--- src/rtl/count_enable_gen_if.sv ---
// Handshake bundle between the count-enable source and whoever drives the button/mode controls.
// The slave side is the enable generator; the master side supplies Btn/Mode/Pause.
interface count_enable_gen_if;
    logic Btn;
    logic Mode;
    logic Pause;
    logic En;
    logic Pressed;

    modport master (output Btn, output Mode, output Pause, input En, input Pressed);
    modport slave  (input Btn, input Mode, input Pause, output En, output Pressed);
endinterface

--- src/rtl/count_enable_gen.sv ---
// Count-enable source for the up-counter: one En pulse per debounced button press
// in step mode, or one pulse every TICK_DIV clocks from a prescaler in auto mode.
module count_enable_gen #(
    parameter int DEBOUNCE_CYCLES = 4,
    parameter int TICK_DIV        = 10
) (
    input logic               Clk,
    input logic               Rst,
    count_enable_gen_if.slave bus
);

    localparam int CW = $clog2(DEBOUNCE_CYCLES);
    localparam int DW = $clog2(TICK_DIV);
    localparam logic [CW-1:0] CNT_LAST = CW'(DEBOUNCE_CYCLES - 1);
    localparam logic [DW-1:0] DIV_LAST = DW'(TICK_DIV - 1);

    typedef enum logic [1:0] {IDLE, PRESS_WAIT, HELD, REL_WAIT} state_t;

    state_t        state;
    state_t        next_state;
    logic [CW-1:0] cnt;
    logic [CW-1:0] cnt_next;
    logic [DW-1:0] div;
    logic          s1;
    logic          btn_s;
    logic          step_req;
    logic          en_next;
    logic          pressed_next;
    logic          en_q;
    logic          pressed_q;

    // Btn is asynchronous, so it passes through two flops before anything looks at it
    always_ff @(posedge Clk or posedge Rst) begin
        if (Rst) begin
            s1    <= 1'b0;
            btn_s <= 1'b0;
        end else begin
            s1    <= bus.Btn;
            btn_s <= s1;
        end
    end

    always_ff @(posedge Clk or posedge Rst) begin
        if (Rst) begin
            state     <= IDLE;
            cnt       <= '0;
            en_q      <= 1'b0;
            pressed_q <= 1'b0;
        end else begin
            state     <= next_state;
            cnt       <= cnt_next;
            en_q      <= en_next;
            pressed_q <= pressed_next;
        end
    end

    always_comb begin
        next_state = state;
        cnt_next   = cnt;
        case (state)
            IDLE: begin
                if (btn_s) begin
                    next_state = PRESS_WAIT;
                    cnt_next   = '0;
                end
            end
            PRESS_WAIT: begin
                if (!btn_s) begin
                    next_state = IDLE;
                end else if (cnt == CNT_LAST) begin
                    next_state = HELD;
                end else begin
                    cnt_next = cnt + 1'b1;
                end
            end
            HELD: begin
                if (!btn_s) begin
                    next_state = REL_WAIT;
                    cnt_next   = '0;
                end
            end
            REL_WAIT: begin
                if (btn_s) begin
                    next_state = HELD;
                end else if (cnt == CNT_LAST) begin
                    next_state = IDLE;
                end else begin
                    cnt_next = cnt + 1'b1;
                end
            end
            default: begin
                next_state = IDLE;
                cnt_next   = '0;
            end
        endcase
    end

    // Button requests are simply dropped in auto mode or while paused; nothing is queued
    always_comb begin
        step_req     = (state == PRESS_WAIT) && btn_s && (cnt == CNT_LAST);
        pressed_next = (next_state == HELD) || (next_state == REL_WAIT);
        if (bus.Mode) begin
            en_next = !bus.Pause && (div == DIV_LAST);
        end else begin
            en_next = !bus.Pause && step_req;
        end
    end

    always_ff @(posedge Clk or posedge Rst) begin
        if (Rst) begin
            div <= '0;
        end else if (!bus.Mode) begin
            div <= '0;
        end else if (!bus.Pause) begin
            div <= (div == DIV_LAST) ? '0 : div + 1'b1;
        end
    end

    assign bus.En      = en_q;
    assign bus.Pressed = pressed_q;

endmodule

--- src/flat_wrapper.sv ---
// flat-port wrapper written by rule: the top's interface ports become plain ports
module count_enable_gen_flat 
#(
    parameter int DEBOUNCE_CYCLES = 4,
    parameter int TICK_DIV        = 10
)
  (Clk, Rst, bus_Btn, bus_Mode, bus_Pause, bus_En, bus_Pressed);
  count_enable_gen_if bus_i ();
  input logic Clk;
  input logic Rst;
  input wire logic [$bits(bus_i.Btn)-1:0] bus_Btn;
  input wire logic [$bits(bus_i.Mode)-1:0] bus_Mode;
  input wire logic [$bits(bus_i.Pause)-1:0] bus_Pause;
  output wire logic [$bits(bus_i.En)-1:0] bus_En;
  output wire logic [$bits(bus_i.Pressed)-1:0] bus_Pressed;
  assign bus_i.Btn = bus_Btn;
  assign bus_i.Mode = bus_Mode;
  assign bus_i.Pause = bus_Pause;
  assign bus_En = bus_i.En;
  assign bus_Pressed = bus_i.Pressed;
  count_enable_gen #(.DEBOUNCE_CYCLES(DEBOUNCE_CYCLES), .TICK_DIV(TICK_DIV)) u_core (.Clk(Clk), .Rst(Rst), .bus(bus_i));
endmodule
--- config.mk ---
export PLATFORM = sky130hd
export DESIGN_NAME = count_enable_gen_flat
export DESIGN_NICKNAME = d
export VERILOG_FILES = /design/src/rtl/count_enable_gen_if.sv /design/src/rtl/count_enable_gen.sv /design/src/flat_wrapper.sv
export SDC_FILE = /design/constraint.sdc
export NUM_CORES = 1
export LEC_CHECK = 0
export BUFFER_PORTS_ARGS = -buffer_cell sky130_fd_sc_hd__clkbuf_2
export CELL_PAD_IN_SITES_DETAIL_PLACEMENT = 1
export CELL_PAD_IN_SITES_GLOBAL_PLACEMENT = 1
export CORE_AREA = 2 2 39 41
export DETAILED_ROUTE_END_ITERATION = 7
export DIE_AREA = 0 0 41 43
export GPL_ROUTABILITY_DRIVEN = 1
export HOLD_SLACK_MARGIN = 0.1
export PLACE_DENSITY = 0.71
export SETUP_SLACK_MARGIN = 0.05
export SLEW_MARGIN = 20
export SYNTH_ARGS = -nofsm -noshare
export SYNTH_HDL_FRONTEND = slang
export SYNTH_SLANG_ARGS = --single-unit
--- constraint.sdc ---
create_clock -name Clk -period 3.4 [get_ports Clk]
set_input_delay 0.51 -clock Clk [delete_from_list [all_inputs] [get_ports Clk]]
set_output_delay 0.51 -clock Clk [all_outputs]
set_load 0.03 [all_outputs]
==> results.cfg <==
[timing]
worst_pin_slew_ns = 0.411
final_max_slew_viol_count = 0
relSlewSlack_pct = 72.5
rsz0062_at_grt = false
fin_crit_sh_pct = 42.6
clock.fmax_mhz = 691
fin_crit_ns = 1.45
hold_viol = 0
finalSetupTns_ns = 0
fin_skew_ns = 0.00587
finalSetupViolCount = 0

[place]
port_buffers = 6
place.gp.congestion = 0.708
dpl.hpwl_um = 638
place_area_um2 = 576
dp.cells = 69

[power_and_ir_drop]
power_frac_clock_pct = 29.1
ir_drop_uv = 273
p_seq_share_pct = 52.4
swShare_pct = 29.4
powerDensity_nw_per_um2 = 522
p_int_mw = 0.222
p_leak_nw = 0.296
comb_power_share_pct = 18.5
power_switching_mw = 0.0926

[worst_setup_path]
path_buf_inv = 1
critPathLaunchType = flip-flop
cpLargestDelayFamily = flip-flops
crit_path_top_delay_cell = dfrtp_1
cp_max_fo = 5
max_stage_delay_ns = 0.42
cp.arrival_ns = 0.94
cp.required_ns = 2.89
crit_chain = clkbuf_2
end_kind = primary output
worstSetupPathType = flip-flop to primary output

[drt]
firstDrtPassIters = 3
antenna_left = 0
avgViaCountPerCell = 5.00
drtIter0Drc = 2
wire_per_inst_um = 11.2
routed_wl_um = 816
via_count = 365
drc_errors = 0

[clock_network]
htreeDepth = 1
cts_buffer_depth = 2
ctsHoldBuffers = 0
cts_tree = built
root_buffer = clkbuf_4
cts_setup_buffers = 0
clock_latency_ns = 0.28
cts_sinks = 11
path_clk_slew_ns = 0.08
cts_resized = 0
cts_inserted_buffers = 3

[final_layout]
multi_input_area_um2 = 243
fillers = 168
regArea_um2 = 275
diodes = 0
nets = 67
fin_area_um2 = 603
area_growth_pct = 13.9
drive_above_1_share_pct = 21.1
fin_cells = 73

[global_routing]
grt_start_max_net_pins = 12
grt_pass1_vias = 333
grt_pass1_wl_um = 1410
antenna_found_initial = 0
grtUsageTotal_pct = 12.2
grt_overflow_total = 0

[die]
io_pins = 7
start_util_pct = 38.2
fp.coreArea_um2 = 1380
row_count = 14
fp.dieW_um = 41
die_area_um2 = 1760
die_h_um = 43

[synth]
syn_nets = 57
synthCells = 48
syn_area_um2 = 529
syn_area_per_cell_um2 = 11.0
synth-seq-area-share_pct = 52.0
yosysWarningCount = 0
ys_ff_latch = 11
synth_cell_type_count = 22

[run]
drv_cap = 0

[run_status]
status = finished clean

[worst_hold_path]
hold_class = input pin to async pin
## power groups by stage
| stage | clock, mW | combinational, mW | sequential (mW) |
|---|---|---|---|
| global route | 0.101 | 0.0675 | 0.169 |
| floorplan | 0 | 0.0433 | 0.168 |
| finish | 0.0917 | 0.0583 | 0.165 |
| global placement | 0 | 0.0577 | 0.166 |
| CTS | 0.0966 | 0.0598 | 0.165 |
| detailed placement | 0 | 0.0596 | 0.168 |
## layer usage
metal	share of wire [%]	vias to the layer above	track usage, %
met1	49	171	18.2
met3	5.8	3	4.71
met5	0	-	0
met4	3.3	0	8.00
met2	41	9	14.1
li1	-	182	-
## cells by family after synthesis
| kind of cell | synth area share, % |
|---|---|
| muxes | 4.02 |
| AOI/OAI and AO/OA | 12.1 |
| DFF | 52.0 |
| adders and majority gates | 9.46 |
| and+or+nand+nor | 17.0 |
| xor gates and xnor gates | 3.31 |
| buffers and inverters | 2.13 |
## placed cells by master (no fill, tap or decap)
master	instances
or3_1	1
or4b_1	1
inv_1	2
xnor2_1	2
a22o_1	1
a21o_1	1
clkbuf_4	3
o21ai_0	1
clkbuf_2	6
dfrtp_1	11
and3b_1	1
nor3b_2	1
o31ai_1	1
mux2_2	1
nand2b_1	1
ha_1	4
a21boi_1	1
o211ai_1	1
clkinv_2	1
nor2_1	3
mux2i_1	1
a21oi_1	4
and2_1	2
nand2_1	6
## synth_stat cells
cell type   n  area share [%]
nor2_1      3             2.1
inv_1       2             1.4
a21o_1      1             1.4
a21oi_1     4             3.8
xnor2_1     2             3.3
o21ai_0     1            0.94
o211ai_1    1             1.4
ha_1        4             9.5
nand2_1     6             4.3
or4b_1      1             1.9
dfrtp_1    11              52
clkbuf_1    1            0.71
nand2b_1    1             1.2
a22o_1      1             1.7
mux2_2      1             2.1
nor3b_2     1             2.4
and2_1      2             2.4
a21boi_1    1             1.4
and3b_1     1             1.7
mux2i_1     1             1.9
o31ai_1     1             1.4
or3_1       1             1.2
## per-stage QoR
stage          setup WS [ns]  hold WS (ns)  util [%]  power, mW
6_report                1.95         0.190      43.6      0.315
5_1_grt                 1.88         0.223      43.6      0.337
4_1_cts                 1.94         0.207      43.6      0.321
3_5_place_dp            2.02         0.340      41.6      0.227
3_3_place_gp            2.01         0.333      41.6      0.224
2_1_floorplan           2.09         0.331         -      0.211
## state kept, by name, summed over array words and instances, names as in the netlist
| register | cells |
|---|---|
| u_core.s1 | 1 |
| u_core.bus.En | 1 |
| u_core.bus.Pressed | 1 |
| u_core.btn_s | 1 |
| u_core.cnt | 2 |
| u_core.state | 1 |
| u_core.div | 4 |
## layout make-up
class | instances | area share, %
clock buffers | 3 | 3.73
clock inverters | 1 | 0.830
inverters | 2 | 1.24
multi-input cells | 34 | 40.2
flip-flops and latches | 11 | 45.6
well taps | 16 | 3.32
repair buffers | 6 | 4.98
## worst paths after layout
check / start / slack [ns] / cells past startpoint / to
max: u_core.bus.Pressed / 1.95 / 1 / bus_Pressed
min: Rst / 0.19 / 2 / u_core.btn_s
max reg2reg: u_core.div[0] / 2.01 / 4 / u_core.div[2]
min reg2reg: u_core.s1 / 0.36 / 0 / u_core.btn_s
max in group asynchronous: Rst / 2.92 / 2 / u_core.div[0]
min in group Clk: bus_Btn / 0.33 / 1 / u_core.s1
No activity file was read; power rests on OpenSTA's default activity.
